### src/rtl/uart_rx.sv
// uart_rx: 8N1 serial receiver feeding the write FIFO toward the SDRAM write
// controller. The line is synchronised through three flops. Each bit is
// sampled at its midpoint by a free-running baud counter. Good bytes are
// written into the FIFO. Framing errors and bytes lost to a full FIFO are
// reported as single-cycle pulses.
module uart_rx #(
   parameter int BAUD_END = 5207,
   parameter int BAUD_M   = BAUD_END / 2 - 1,
   parameter int BIT_END  = 7
) (
   input  logic       sclk,
   input  logic       s_rst,
   input  logic       rs232_rx,
   input  logic       wfifo_full,
   output logic       wfifo_wr_en,
   output logic [7:0] wfifo_wr_data,
   output logic       rx_busy,
   output logic       frame_err,
   output logic       overflow
);

   localparam logic [12:0] BAUD_END_C = 13'(BAUD_END);
   localparam logic [12:0] BAUD_M_C   = 13'(BAUD_M);
   localparam logic [2:0]  BIT_END_C  = 3'(BIT_END);

   localparam logic [1:0] IDLE  = 2'd0;
   localparam logic [1:0] START = 2'd1;
   localparam logic [1:0] DATA  = 2'd2;
   localparam logic [1:0] STOP  = 2'd3;

   logic        rx_r1_q, rx_r2_q, rx_r3_q;
   logic [1:0]  state_q, state_d;
   logic [12:0] baud_cnt_q, baud_cnt_d;
   logic [2:0]  bit_cnt_q, bit_cnt_d;
   logic [7:0]  shift_q, shift_d;
   logic        wr_en_q, wr_en_d;
   logic [7:0]  wr_data_q, wr_data_d;
   logic        busy_q, busy_d;
   logic        ferr_q, ferr_d;
   logic        ovf_q, ovf_d;

   logic fall_edge, baud_mid, baud_last;

   assign fall_edge = !rx_r2_q && rx_r3_q;
   assign baud_mid  = (baud_cnt_q == BAUD_M_C);
   assign baud_last = (baud_cnt_q == BAUD_END_C);

   // Next-state logic: frame FSM, baud/bit counters, shifter and output pulses
   always_comb begin
      state_d   = state_q;
      bit_cnt_d = bit_cnt_q;
      shift_d   = shift_q;
      wr_en_d   = 1'b0;
      wr_data_d = wr_data_q;
      ferr_d    = 1'b0;
      ovf_d     = 1'b0;
      if (state_q == IDLE || baud_last) begin
         baud_cnt_d = 13'd0;
      end else begin
         baud_cnt_d = baud_cnt_q + 13'd1;
      end

      case (state_q)
         IDLE: begin
            if (fall_edge) begin
               state_d = START;
            end
         end
         START: begin
            // A start bit that is high again at its midpoint was a glitch
            if (baud_mid && rx_r2_q) begin
               state_d    = IDLE;
               baud_cnt_d = 13'd0;
            end else if (baud_last) begin
               state_d   = DATA;
               bit_cnt_d = 3'd0;
            end
         end
         DATA: begin
            if (baud_mid) begin
               shift_d = {rx_r2_q, shift_q[7:1]};
            end
            if (baud_last) begin
               if (bit_cnt_q == BIT_END_C) begin
                  state_d = STOP;
               end else begin
                  bit_cnt_d = bit_cnt_q + 3'd1;
               end
            end
         end
         STOP: begin
            // Leave half a bit early so the next start edge is never missed
            if (baud_mid) begin
               state_d    = IDLE;
               baud_cnt_d = 13'd0;
               if (!rx_r2_q) begin
                  ferr_d = 1'b1;
               end else if (wfifo_full) begin
                  ovf_d = 1'b1;
               end else begin
                  wr_en_d   = 1'b1;
                  wr_data_d = shift_q;
               end
            end
         end
         default: begin
            state_d = IDLE;
         end
      endcase

      busy_d = (state_d != IDLE);
   end

   // Register stage: line synchroniser plus all state and outputs
   always_ff @(posedge sclk) begin
      if (s_rst) begin
         rx_r1_q    <= 1'b1;
         rx_r2_q    <= 1'b1;
         rx_r3_q    <= 1'b1;
         state_q    <= IDLE;
         baud_cnt_q <= 13'd0;
         bit_cnt_q  <= 3'd0;
         shift_q    <= 8'd0;
         wr_en_q    <= 1'b0;
         wr_data_q  <= 8'd0;
         busy_q     <= 1'b0;
         ferr_q     <= 1'b0;
         ovf_q      <= 1'b0;
      end else begin
         rx_r1_q    <= rs232_rx;
         rx_r2_q    <= rx_r1_q;
         rx_r3_q    <= rx_r2_q;
         state_q    <= state_d;
         baud_cnt_q <= baud_cnt_d;
         bit_cnt_q  <= bit_cnt_d;
         shift_q    <= shift_d;
         wr_en_q    <= wr_en_d;
         wr_data_q  <= wr_data_d;
         busy_q     <= busy_d;
         ferr_q     <= ferr_d;
         ovf_q      <= ovf_d;
      end
   end

   assign wfifo_wr_en   = wr_en_q;
   assign wfifo_wr_data = wr_data_q;
   assign rx_busy       = busy_q;
   assign frame_err     = ferr_q;
   assign overflow      = ovf_q;

endmodule

### config.mk
export PLATFORM = sky130hd
export DESIGN_NAME = uart_rx
export DESIGN_NICKNAME = d
export VERILOG_FILES = /design/src/rtl/uart_rx.sv
export SDC_FILE = /design/constraint.sdc
export NUM_CORES = 1
export LEC_CHECK = 0
export ABC_AREA = 1
export BUFFER_PORTS_ARGS = -buffer_cell sky130_fd_sc_hd__buf_4
export CORE_MARGIN = 4
export CORE_UTILIZATION = 45
export DETAILED_ROUTE_END_ITERATION = 16
export SLEW_MARGIN = 10
export SYNTH_ARGS = -nofsm -noshare
export SYNTH_HDL_FRONTEND = slang
export SYNTH_SLANG_ARGS = --single-unit
### constraint.sdc
create_clock -name sclk -period 1.8 [get_ports sclk]
set_input_delay 0.18 -clock sclk [delete_from_list [all_inputs] [get_ports sclk]]
set_output_delay 0.18 -clock sclk [all_outputs]
set_load 0.02 [all_outputs]
# ---- Word level (Yosys, flattened, before mapping)
# Index checks and enable logic that the tools add are counted.
dict set report classes {
  mux 19
  n_bitwise 4
  n_eq_ne 10
  n_reduce_logical 12
  add_sub_neg 2
}
# cell n
set ops {}
lappend ops {{two-way mux 13 bit} 3}
lappend ops {{one-hot mux 13 bit (2 select lines)} 1}
lappend ops {{adder 13 x 1 -> 13 bit (second input constant)} 1}
lappend ops {{== test 13 x 12 -> 1 bit (second input constant)} 1}
lappend ops {{== test 13 bit (second input constant)} 1}
lappend ops {{two-way mux 2 bit} 6}
lappend ops {{two-way mux 3 bit} 4}
lappend ops {{!= test 2 bit (second input constant)} 4}
lappend ops {{one-hot mux 2 bit (4 select lines)} 1}
lappend ops {{one-hot mux 3 bit (2 select lines)} 1}
lappend ops {{AND reduction 5 bit} 1}
lappend ops {{== test 2 bit (second input constant)} 2}
lappend ops {{inverter 1 bit} 4}
lappend ops {{AND reduction 4 bit} 1}
lappend ops {{nonzero test 2 bit} 2}
lappend ops {{OR reduction 4 bit} 1}
lappend ops {{adder 3 x 1 -> 3 bit (second input constant)} 1}
lappend ops {{== test 3 bit (second input constant)} 1}
lappend ops {{two-way mux 1 bit} 3}
lappend ops {{OR reduction 3 bit} 1}
lappend ops {{== test 2 x 1 -> 1 bit (second input constant)} 1}
lappend ops {{logical AND 1 bit} 2}
lappend ops {{zero test 2 bit} 1}
lappend ops {{AND reduction 2 bit} 1}
lappend ops {{other kinds (2)} 2}
dict set report word_totals {
  reg_bits 41
  elab_cells 59
  out_inout_bits 12
  in_bits 4
}

# ---- Longest topological paths before layout
dict set report logic_depth {
  depth_word 5
  depth_mapped 12
  mapped_depth_nobuf 12
}

# ---- Worst setup path after synthesis
# OpenSTA, ideal clock, no wires.
dict set report synth_timing {
  path_type {reg2reg}
  startpoint {reg baud_cnt_q[0]}
  endpoint {reg wr_data_q[7] (netlist: wfifo_wr_data[7])}
  stages_incl_launch_ff 11
  n_path_buf 1
  path_slack_ns 0.245
  setup_time_ns 0.132
  synth_period_minus_slack_ns 1.555
  required_ns 1.668
  arrival_ns 1.423
  path_cell_list {dfxtp_1 inv_1 ha_1 nand2_1 nor2_2 nand3_4 nor2_4 nand3_4 buf_6 nor2_1 nor3b_2}
}
dict set report synth_between {
  elab_chain_len 2
}
# item line_no
set synth_rtl {}
lappend synth_rtl {{start, declared} 33} ;# logic [12:0] baud_cnt_q, baud_cnt_d;
lappend synth_rtl {{start signal, assigned} 134} ;# baud_cnt_q <= baud_cnt_d;
lappend synth_rtl {{== test 13 x 12 -> 1 bit} 45} ;# assign baud_mid = (baud_cnt_q == BAUD_M_C);
lappend synth_rtl {{AND reduction 4 bit (no line)} n/a}
lappend synth_rtl {{end signal, assigned} 138} ;# wr_data_q <= wr_data_d;
lappend synth_rtl {{end, declared} 37} ;# logic [7:0] wr_data_q, wr_data_d;
# No other way between the ends.
# A chain may end at the register's enable or synchronous reset.

# ---- Final worst setup path
dict set report layout_timing {
  startpoint {reg baud_cnt_q[0]}
  endpoint {reg wr_data_q[2] (netlist: wfifo_wr_data[2])}
}
# Same word-level chain as after synthesis.

==> results.txt <==
* Status: finished, final reports clean
* Starting density of the core: a little under half
- Cell area power density: 998 mW/mm^2
* Post-synthesis cell area: a little under 0.002 sq mm
- Across the run, the number of max-cap violations was 0.
* Setup repair after global routing missed its margin: no
- The worst hold path was traced through 2 stages.
- The synthesized design contains slightly above 40 register bits.
- Fraction of layout cells with a size suffix above 1: 20.5%
- The final layout contains routed wiring with a total length of around 3.9 mm.
- Relative to the synthesized area, the layout overhead comes to 21.1%.
- Maximum number of pins on one net before global-route repair: 26
- For this run, design rule violations remaining after detail routing come to 0.
* Kind of start point of the critical path: flop
- After global routing the overflow that remains totals 0.
- Placed wire-length estimate after detailed placement: 2.83 mm
- Endpoint of the worst hold-timing path: wfifo_wr_en
- CTS Sinks: a little over 40
* Final number of max-transition violations: 0
- Once placement completed, the tool counted placed cells totaling about 330.
- In this run, CTS created clock tree buffers numbering 5.
- Initial DRC Count: 82
- Gate Count Post-Synth: roughly 260
* Post-CTS Hold Fix Bufs: 0
* Ports placed on the boundary: 16
- Post-layout power: roughly 2.4 mW
- At the placement stage, the worst setup path has a slack of roughly 0.13 ns.
- Vias per inst: 4.96
- Commonest non-fill, non-tap cell in the layout: sky130_fd_sc_hd__nand2_1
- Placer Congestion: about 0.83
- Leading cell types in the layout, fill and taps excluded: sky130_fd_sc_hd__nand2_1 (51), sky130_fd_sc_hd__nor2_1 (42), sky130_fd_sc_hd__dfxtp_1 (41), sky130_fd_sc_hd__inv_1 (29), sky130_fd_sc_hd__buf_4 (29)
- The final hold violation count is 0.
- The clock arrives with just under 0.005 ns of skew.
- The number of nets in the synthesized netlist is roughly 270.
- The clock reaches the later pin of the worst-skew pair after a little under 0.3 ns.
* Wire length per cell: about 11 um
* Fillers: 405
* Max Root-Sink Buffers: 2
- In this run the remaining antenna-violating nets after routing total 0.
* Clock tree from TritonCTS: built
- Input and output buffers added on the ports amount to 15.
* Worst setup path category: reg -> reg
* Layout Nets: 304
* Antenna Cells: 0
* CP Data Arrival Time: around 1.8 ns
- Across all register-to-register paths, the minimum setup slack is slightly below 0.2 ns.
- Initial DRT Pass Iterations: 4
* Reported leakage power: 1.02 nW
- Category of the worst setup path capture point: flop
- For the pin with the worst max-slew slack, the measured transition is 0.332 ns.
- The number of antenna violations at the first check in global routing was 0.
- Normalized max-slew margin: approximately 78%
* Post-Synthesis Mean Instance Area: ~7.5 sq um
* Clock transition at the registers of the reported paths: 0.08 ns
- GRT Resource Usage Total: about 16%
* Die X-Extent: 73.8 um
- Core Rows: 23
- Worst hold path class: in -> reg
- Max Freq: around 0.62 GHz
- Worst IR Drop VDD: around 0.65 mV
* FF-to-FF End: wfifo_wr_data[2]
- Placeable core area: roughly 0.004 sq mm
- Final sum of negative setup slack: 0 ns
* Post-layout instance count excluding filler cells: around 340
- For the worst setup path, the data required time is 2.01 ns.
- The worst path in the final design needs a cycle of 1.61 ns, including I/O delays and setup.
* Startpoint of the lowest-slack register-to-register path: baud_cnt_q[0]
- The clock tree synthesis step divided the H-tree into 2 levels.
- Of the available clock period, the critical path in the final layout requires 89.2%.
- After layout, the worst setup slack is 0.195 ns.
- Netlist cell types: 30
- Setup violations remaining at the end of the flow were counted as 0.
- Total Die Area: between 0.005 and 0.006 sq mm
* Source of the worst hold timing path: wfifo_full
- Register-to-Register Path Depth: 9
- Wire length of the first global-routing pass: approximately 6.6 mm
- Overall die height: about 74 um
* CTS Root Cell: sky130_fd_sc_hd__clkbuf_8
* Largest fanout of any net on the critical path: 8
- The routed layout has 1700 vias.
- Summing the sequential cell areas from Yosys gives approximately 42% of the chip area.
- The number of global-route vias before repair is around 1600.
- During synthesis, Yosys emitted a total of 0 warnings.
==> logic make-up after synthesis <==
family	after synthesis	share of synthesized area (%)
simple gates	152	37.6
xor+xnor	7	3.15
compound gates	14	4.49
flops	41	42.1
buf+inv	37	7.51
fa+ha+maj	8	5.13
==> layer usage <==
metal	GRT usage, %	part of all wire [%]
met1	21.2	50
met2	24.1	43
met3	4.24	5.0
met4	5.43	1.4
met5	0	0
==> layout make-up <==
type,instances,area [sq um],share of cell area (%)
Multi-Input combinational cell,182,1020,43.2
Sequential cell,41,821,34.8
Timing Repair Buffer,29,218,9.22
Inverter,33,124,5.25
Clock buffer,7,86.3,3.66
Tap cell,50,62.6,2.65
Clock inverter,1,30.0,1.27
==> state kept, by name, indices dropped and copies added (netlist names) <==
signal         cells
baud_cnt_q        13
bit_cnt_q          3
frame_err          1
overflow           1
rx_busy            1
rx_r1_q            1
rx_r2_q            1
rx_r3_q            1
shift_q            8
state_q            2
wfifo_wr_data      8
wfifo_wr_en        1
==> stage by stage <==
step	hold slack (ns)	utilization (%)	area [sq um]
floorplan	0.259	-	1950
global placement	0.365	53.6	2190
detailed placement	0.363	53.6	2190
CTS	0.0443	56.5	2310
global route	0.0661	57.8	2360
finish	0.0580	57.8	2360
==> cell usage after synthesis (all sizes together) <==
| master | number | area (sq um) |
|---|---|---|
| a21boi | 1 | 7.51 |
| xor2 | 6 | 52.6 |
| a21oi | 6 | 30.0 |
| o211ai | 1 | 7.51 |
| clkbuf | 3 | 11.3 |
| a31oi | 1 | 6.26 |
| or2 | 4 | 25.0 |
| nand3 | 13 | 90.1 |
| a211oi | 2 | 15.0 |
| o31ai | 1 | 7.51 |
| o21ai | 1 | 5.00 |
| inv | 32 | 120 |
| xnor2 | 1 | 8.76 |
| clkinv | 1 | 3.75 |
| nand4 | 5 | 31.3 |
| nor2 | 47 | 199 |
| ha | 8 | 100 |
| nor3 | 17 | 85.1 |
| dfxtp | 41 | 821 |
| nand2 | 54 | 208 |
| a31o | 1 | 8.76 |
| nor3b | 8 | 70.1 |
| nor4 | 4 | 25.0 |
| buf | 1 | 11.3 |
==> where the power goes <==
part	switching, mW	leakage, nW	total, mW	internal, mW
logic	0.327	0.626	0.578	0.252
clock network	0.309	0.0585	0.761	0.452
registers	0.0456	0.332	1.02	0.971
total	0.682	1.02	2.36	1.67
==> worst max-delay path, stage by stage (launching register included) <==
cell                      delay, ns
sky130_fd_sc_hd__dfxtp_1       0.33
sky130_fd_sc_hd__inv_1         0.08
sky130_fd_sc_hd__ha_1          0.17
sky130_fd_sc_hd__nand2_1       0.09
sky130_fd_sc_hd__nor2_4        0.15
sky130_fd_sc_hd__nand3_4       0.13
sky130_fd_sc_hd__nor2_4        0.19
sky130_fd_sc_hd__nand3_4       0.14
sky130_fd_sc_hd__nand2_1       0.09
sky130_fd_sc_hd__nor3b_1       0.17
==> worst max-delay path by stage <==
stage             startpoint                to
3_3_place_gp   baud_cnt_q[0]  wfifo_wr_data[6]
6_report       baud_cnt_q[0]  wfifo_wr_data[2]
4_1_cts        baud_cnt_q[0]  wfifo_wr_data[2]
3_5_place_dp   baud_cnt_q[0]  wfifo_wr_data[7]
2_1_floorplan  baud_cnt_q[0]  wfifo_wr_data[7]
5_1_grt        baud_cnt_q[0]  wfifo_wr_data[3]
==> timing repair <==
item / in CTS / in global routing
hold endpoints to repair: 0 / 0
setup endpoints to repair: 0 / 18
setup buffers: 0 / 2
resized for setup: 0 / 6
(Power assumes the default switching activity.)
